## src/rtl/demux_pkg.sv

```systemverilog
// Shared types for the 1-to-4 stream demultiplexer.
package demux_pkg;

    localparam int NUM_OUT = 4;

    typedef enum logic {
        IDLE = 1'b0,
        BUSY = 1'b1
    } state_t;

    typedef logic [1:0] dest_t;

endpackage

```

## src/rtl/demux_4_stream.sv

```systemverilog
// Registered 1-to-4 valid/ready stream demux with per-packet destination lock
// and per-output completed-packet counters.
module demux_4_stream
    import demux_pkg::*;
#(
    parameter int W  = 8,
    parameter int CW = 8
) (
    input  logic                clk,
    input  logic                rst,
    input  logic                in_valid,
    output logic                in_ready,
    input  logic [W-1:0]        in_data,
    input  logic                in_last,
    input  logic [1:0]          in_sel,
    output logic [3:0]          out_valid,
    input  logic [3:0]          out_ready,
    output logic [W-1:0]        out_data,
    output logic                out_last,
    output logic [4*CW-1:0]     pkt_cnt
);

    function automatic logic [3:0] onehot(input dest_t d);
        logic [3:0] r;
        r = 4'b0000;
        r[d] = 1'b1;
        return r;
    endfunction

    state_t         state_q, state_d;
    dest_t          dest_lock;
    logic           lock_en;
    dest_t          route;
    logic           ovalid;
    dest_t          odest;
    logic           in_acc;
    logic           out_acc;
    logic [CW-1:0]  cnt [NUM_OUT];

    assign out_acc  = ovalid && out_ready[odest];
    // No head-of-line bypass: a stalled sink blocks the input regardless of the next beat's target.
    assign in_ready = !ovalid || out_ready[odest];
    assign in_acc   = in_valid && in_ready;
    assign route    = (state_q == IDLE) ? in_sel : dest_lock;

    always_comb begin
        state_d = state_q;
        lock_en = 1'b0;
        case (state_q)
            IDLE: begin
                if (in_acc && !in_last) begin
                    state_d = BUSY;
                    lock_en = 1'b1;
                end
            end
            BUSY: begin
                if (in_acc && in_last) state_d = IDLE;
            end
            default: state_d = IDLE;
        endcase
    end

    always_ff @(posedge clk) begin
        if (rst) begin
            state_q   <= IDLE;
            dest_lock <= '0;
        end else begin
            state_q <= state_d;
            if (lock_en) dest_lock <= in_sel;
        end
    end

    // Output register stage
    always_ff @(posedge clk) begin
        if (rst) begin
            ovalid   <= 1'b0;
            out_data <= '0;
            out_last <= 1'b0;
            odest    <= '0;
        end else if (in_acc) begin
            ovalid   <= 1'b1;
            out_data <= in_data;
            out_last <= in_last;
            odest    <= route;
        end else if (out_acc) begin
            ovalid   <= 1'b0;
        end
    end

    assign out_valid = ovalid ? onehot(odest) : 4'b0000;

    always_ff @(posedge clk) begin
        for (int k = 0; k < NUM_OUT; k++) begin
            if (rst) begin
                cnt[k] <= '0;
            end else if (out_acc && out_last && (odest == dest_t'(k))) begin
                cnt[k] <= cnt[k] + 1'b1;
            end
        end
    end

    always_comb begin
        pkt_cnt = '0;
        for (int k = 0; k < NUM_OUT; k++) begin
            pkt_cnt[k*CW +: CW] = cnt[k];
        end
    end

endmodule

```

## config.mk

```make
export PLATFORM = sky130hd
export DESIGN_NAME = demux_4_stream
export DESIGN_NICKNAME = d
export VERILOG_FILES = /design/src/rtl/demux_pkg.sv /design/src/rtl/demux_4_stream.sv
export SDC_FILE = /design/constraint.sdc
export NUM_CORES = 1
export LEC_CHECK = 0
export CORE_ASPECT_RATIO = 1.5
export CORE_MARGIN = 2
export CORE_UTILIZATION = 43
export DETAILED_ROUTE_END_ITERATION = 8
export PLACE_DENSITY_LB_ADDON = 0.08
export SYNTH_ARGS = -nofsm -noshare
export SYNTH_HDL_FRONTEND = slang
export SYNTH_SLANG_ARGS = --single-unit
export TNS_END_PERCENT = 30
```

## constraint.sdc

```tcl
create_clock -name clk -period 4.4 [get_ports clk]
set_input_delay 1.32 -clock clk [delete_from_list [all_inputs] [get_ports clk]]
set_output_delay 1.32 -clock clk [all_outputs]
set_load 0.005 [all_outputs]
```

==> results of run 1 <==
-- through the flow --
stage	setup slack, ps	util, %
floorplan	1431	-
global placement	272.7	57.09
detailed placement	280.9	57.09
CTS	270.8	58.56
global route	171.4	58.56
finish	285.0	58.56
-- report_power, final --
part	switching (uW)	internal [uW]	total [uW]	leakage, uW
clock network	137	109	245	0.0000403
registers	22.5	491	514	0.000454
logic	48.5	74.0	122	0.000637
-- critical path: stages --
cell and delay (ps):
clkdlybuf4s50_1 500, mux2i_1 110, a22oi_1 300, clkdlybuf4s50_1 560
-- sequential cells by signal (all words and copies together), names as in the netlist, named ones only --
register and flops:
cnt 32, out_data 8, dest_lock 2, ovalid 1, out_last 1, odest 2
-- cell usage after synthesis (6+ instances only) --
cell type and instances:
edfxtp_1 32, nor2_1 28, nand2b_1 23, dfxtp_1 15, mux2i_1 15, nand3_1 15
a21oi_1 13, nand2_1 13, o21ai_0 8, or3_1 8, xor2_1 8, inv_1 6
-- per-layer routing --
layer / wire (microns) / vias to the layer above
li1: - / 944
met3: 174 / 2
met4: 32 / 0
met1: 2178 / 897
met5: 0 / -
met2: 2556 / 37
-- kinds of logic after synthesis --
logic type               share of synthesized area, %
buffers and inverters                           2.485
adder cells (fa/ha/maj)                         2.072
flip-flops                                      52.20
multiplexers                                    8.700
XOR/XNOR                                        4.350
AO/OA/AOI/OAI                                   9.425
AND/OR/NAND/NOR                                 20.77
-- final timing paths --
check	from	end	slack, ps	depth (start not counted)
max reg2reg	odest[0]$_SDFFE_PP0N_	register	2650	4
max	out_ready[2]	in_ready	280	4
min reg2reg	out_data[7]$_SDFFE_PP0N_	out_data[7]$_SDFFE_PP0N_	480	2
min	out_data[7]$_SDFFE_PP0N_	out_data[7]$_SDFFE_PP0N_	480	2
-- layout make-up --
| type | instances | area [sq um] |
|---|---|---|
| clock buffers | 6 | 72.57 |
| clock inverters | 2 | 7.507 |
| fillers | 527 | 2258 |
| inverters | 6 | 22.52 |
| multi-input cells | 167 | 1095 |
| flip-flops and latches | 47 | 1261 |
| well taps | 70 | 87.58 |
| repair buffers | 65 | 645.6 |
==> impl_results.md, run 1 <==
* Result of the run: complete, no violations
* Fin Setup TNS at 0 ps
* Setup CP Type: in2out
* Synthesized area per cell at 10.69 sq um
* Global route hottest layer: met2
* Slew @ Worst Pin at 454.2 ps
* Data required time of the critical path at 3080 ps
* Worst ir drop on vdd at 188.3 uV
* Total track usage at 16.87%
* Die W at 65.21 microns
* Max-cap check violation count at 0
* Standard-cell row count at 33
* Die Span Y at 95.81 microns
* Final period utilization at 93.52%
* Power density over the cells at 276.2 nW/um^2
* Post-route insts no fill at 363
* Cell count after placement at 355
* Insertion delay of the later-clocked pin in the worst-skew pair at 290 ps
* Drt total wl at 4941 microns
* Half-perimeter wire length after detailed placement at 3628 microns
* Global-route met1 utilization at 20.45%
* Fraction of final layout cells with drive strength greater than 1 at 5.119%
* Final clock skew at 4.601 ps
* RSZ-0062 raised after global routing: no
* Post-Place Cell Area at 3112 sq um
* Tightest slew margin relative to the limit at 69.66%
* Ranking of synthesized cells by area: edfxtp_1, dfxtp_1, mux2i_1
* Clock Root Buffer: clkbuf_8
* Net count of the finished layout at 314
* Post-synth design cell area at 2416 sq um
* Initial Util at 44.33%
* First-pass detailed-route iteration total at 4
* Top-Level Pins at 64
* Number of global-route vias before repair at 1846
* Design area at 3192 sq um
* Type of origin of the critical path: input pin
* Global-route wire length before repair at 8273 microns
* Most used DFF post-synth: edfxtp_1
* Net count after synthesis at 248
* Number of failing hold endpoints at the final stage at 0
* Synth unique cells at 28
* Flop and latch count out of synthesis at 47
* Type of the tightest min-delay check: reg2reg
* Setup Buffers After CTS at 0
* Leak Pwr at 0.001132 uW
* Most frequent cells in the layout: clkdlybuf4s50_1, edfxtp_1, nor2_1
* Leading cell type in the layout, fill and taps excluded: clkdlybuf4s50_1
* Achievable frequency at 243.0 MHz
* CTS sink count at 47
* Sequential fraction of the synthesis area at 52.20%
* Synth-to-layout area growth at 32.11%
* Average wire length per cell after detail routing at 13.61 microns
* Clock Path Buffers at 2
* Resized cells post-CTS at 0
* # diodes at 0
* Arrival time at the worst endpoint at 2800 ps
* Fraction of post-synthesis cell area in the top cell type by area at 39.77%
* Pin count of the biggest net entering global routing at 33
* Total global routing overflow at 0
* Total setup violations reported at the end of the flow at 0
* Min Hold Slack at 478.4 ps
* Total count of max-transition violations in the final report at 0
* Clock-pin slew on the worst setup and hold paths at 80 ps
* Antenna violations before repair at 0
* Total Die Area at 6247 sq um
* Critical path capture point type: output pin
* Period minus WS final at 4115 ps
* Met3 track demand over resource at 3.743%
* Global placement routability congestion at 0.7231
* Post-synthesis cell type with the largest combined area: edfxtp_1
* Number of warnings reported in the yosys synthesis log at 0
* Total number of vias at 1880
* Met2 Track Usage GR at 29.34%
* Number of nets still failing antenna checks after routing at 0
* Cell count after synthesis at 226
* CP Max Fanout at 3
* Vias per std cell at 5.179
* Power, Total at 881.6 uW
* Number of synthesized flops with an enable pin at 32
* Count of input and output buffers at 63
* Cts bufs inserted at 5
* Hold-fix buffer count after cts at 0
* Synth async-reset ratio at 0%
* Violation count after the first detailed-route iteration at 94
* Std-Cell Core Area at 5450 sq um
* H-tree depth at 2
* Clock tree from TritonCTS: yes
* # DRC at 0
No activity file was read; power rests on OpenSTA's default activity.
==> run 2: changes to the inputs <==
==> constraint.sdc (replaced) <==
create_clock -name clk -period 3.4 [get_ports clk]
set_input_delay 1.02 -clock clk [delete_from_list [all_inputs] [get_ports clk]]
set_output_delay 1.02 -clock clk [all_outputs]
set_load 0.005 [all_outputs]
==> impl_results.md, run 2 (synthesized netlist as in run 1, its figures left out) <==
* Clock tree from TritonCTS: yes
* # diodes at 0
* Design area at 3269 sq um
* Die W at 65.21 microns
* Layout fillers at 505
* Registers with the highest flip-flop counts: cnt x32, out_data x8
* Arrival time at the worst endpoint at 2180 ps
* Slack of the worst reg-to-reg path at 1480 ps
* Leading cell type in the layout, fill and taps excluded: clkdlybuf4s50_1
* Clock-pin slew on the worst setup and hold paths at 90 ps
* Total count of max-transition violations in the final report at 0
* Worst Slack Setup Final at 196.1 ps
* Period minus WS final at 3204 ps
* CP Max Fanout at 3
* Number of failing hold endpoints at the final stage at 0
* # DRC at 0
* Initial Util at 44.33%
* Register cell area after layout at 1261 sq um
* Final clock skew at 6.769 ps
* Critical path capture point type: output pin
* Min Hold Slack at 477.9 ps
* Critical Path Source: out_ready[3]
* Number of global-route vias before repair at 1801
* Setup CP Type: in2out
* Clock Root Buffer: clkbuf_8
* Multi-input gate area in the final layout at 1095 sq um
* Hold Crit Depth at 2
* Drt total wl at 4805 microns
* Worst Setup Slack post-DPL at -95.34 ps
* First-pass detailed-route iteration total at 4
* Total setup violations reported at the end of the flow at 0
* Synth-to-layout area growth at 35.32%
* Type of origin of the critical path: input pin
* Average wire length per cell after detail routing at 13.13 microns
* Most frequent cells in the layout: clkdlybuf4s50_1, edfxtp_1, nor2_1
* Number of nets still failing antenna checks after routing at 0
* Final period utilization at 94.23%
* Global placement routability congestion at 0.7097
* Fraction of final layout cells with drive strength greater than 1 at 7.095%
* Power, Total at 1315 uW
* Insertion delay of the later-clocked pin in the worst-skew pair at 300 ps
* Vias per std cell at 5.087
* Largest register FFs at 32
* CTS sink count at 47
* Source of the worst hold timing path: out_data[7]$_SDFFE_PP0N_
* Result of the run: complete, no violations
* Cts bufs inserted at 5
* Reg2reg path depth at 5
* Die Span Y at 95.81 microns
* Leak Pwr at 0.001169 uW
* Power density over the cells at 402.3 nW/um^2
* Global-route wire length before repair at 7714 microns
* Largest Register: cnt
* Std-Cell Core Area at 5450 sq um
* Achievable frequency at 312.1 MHz
* RSZ-0062 raised after global routing: no
* Half-perimeter wire length after detailed placement at 3486 microns
* Worst ir drop on vdd at 261.5 uV
* Post-Place Cell Area at 3134 sq um
* Total global routing overflow at 0
* Antenna violations before repair at 0
* Count of input and output buffers at 63
* Slew @ Worst Pin at 438.8 ps
* Type of the tightest min-delay check: reg2reg
* Max-cap check violation count at 0
* Top-Level Pins at 64
* Total Die Area at 6247 sq um
* Data required time of the critical path at 2380 ps
* Worst Setup EP: in_ready
* Pin count of the biggest net entering global routing at 28
* Standard-cell row count at 33
* Total number of vias at 1862
* Tightest slew margin relative to the limit at 70.70%
* Net count of the finished layout at 317
* H-tree depth at 2
* Violation count after the first detailed-route iteration at 89
* Clock Path Buffers at 2
* Total track usage at 15.71%
* Startpoint of the worst-slack reg-to-reg timing path: odest[0]$_SDFFE_PP0N_
-- run 2: where the power goes --
part	total, uW	internal [uW]	switching, uW
clock	489	293	196
combinational	163	98.2	64.6
sequential	664	636	28.0
-- run 2: through the flow --
step | instances | setup TNS, ps | util, %
2_1_floorplan | 226 | 0 | -
3_3_place_gp | 358 | -131.6 | 57.51
3_5_place_dp | 358 | -95.34 | 57.51
4_1_cts | 366 | 0 | 59.99
5_1_grt | 366 | 0 | 59.99
6_report | 366 | 0 | 59.99
-- run 2: worst min-delay path by stage --
stage                     slack [ps]                        end
after detailed placement         460   out_data[2]$_SDFFE_PP0N_
after global placement           460   out_data[7]$_SDFFE_PP0N_
after CTS                        480   out_data[4]$_SDFFE_PP0N_
after global routing             500   out_data[4]$_SDFFE_PP0N_
after floorplan                  450  dest_lock[0]$_SDFFE_PP0P_
final                            480   out_data[7]$_SDFFE_PP0N_
-- run 2: area by class of cell --
type / count / area share, %
Tap cell: 70 / 2.679
Timing Repair Buffer: 68 / 20.40
Clock buffer: 5 / 2.105
Clock inverter: 3 / 2.067
Sequential cell: 47 / 38.58
Inverter: 6 / 0.6889
Multi-Input combinational cell: 167 / 33.49
-- run 2: layer usage --
layer / up-vias / GRT usage, % / wire, microns
met5: - / 0 / 0
met4: 0 / 6.424 / 101
met3: 11 / 3.743 / 186
met2: 41 / 26.53 / 2292
met1: 857 / 19.16 / 2225
li1: 953 / - / -
-- run 2: critical path, stage by stage --
cell and delay (ps):
clkdlybuf4s50_1 520, mux2i_1 110, a22oi_1 250, dlygate4sd2_1 280
-- run 2: repair_timing --
action                                  CTS  global route
endpoints found under the setup margin    1             0
buffers inserted                          0             0
gates resized for setup                   1             0
hold buffers                              0             0
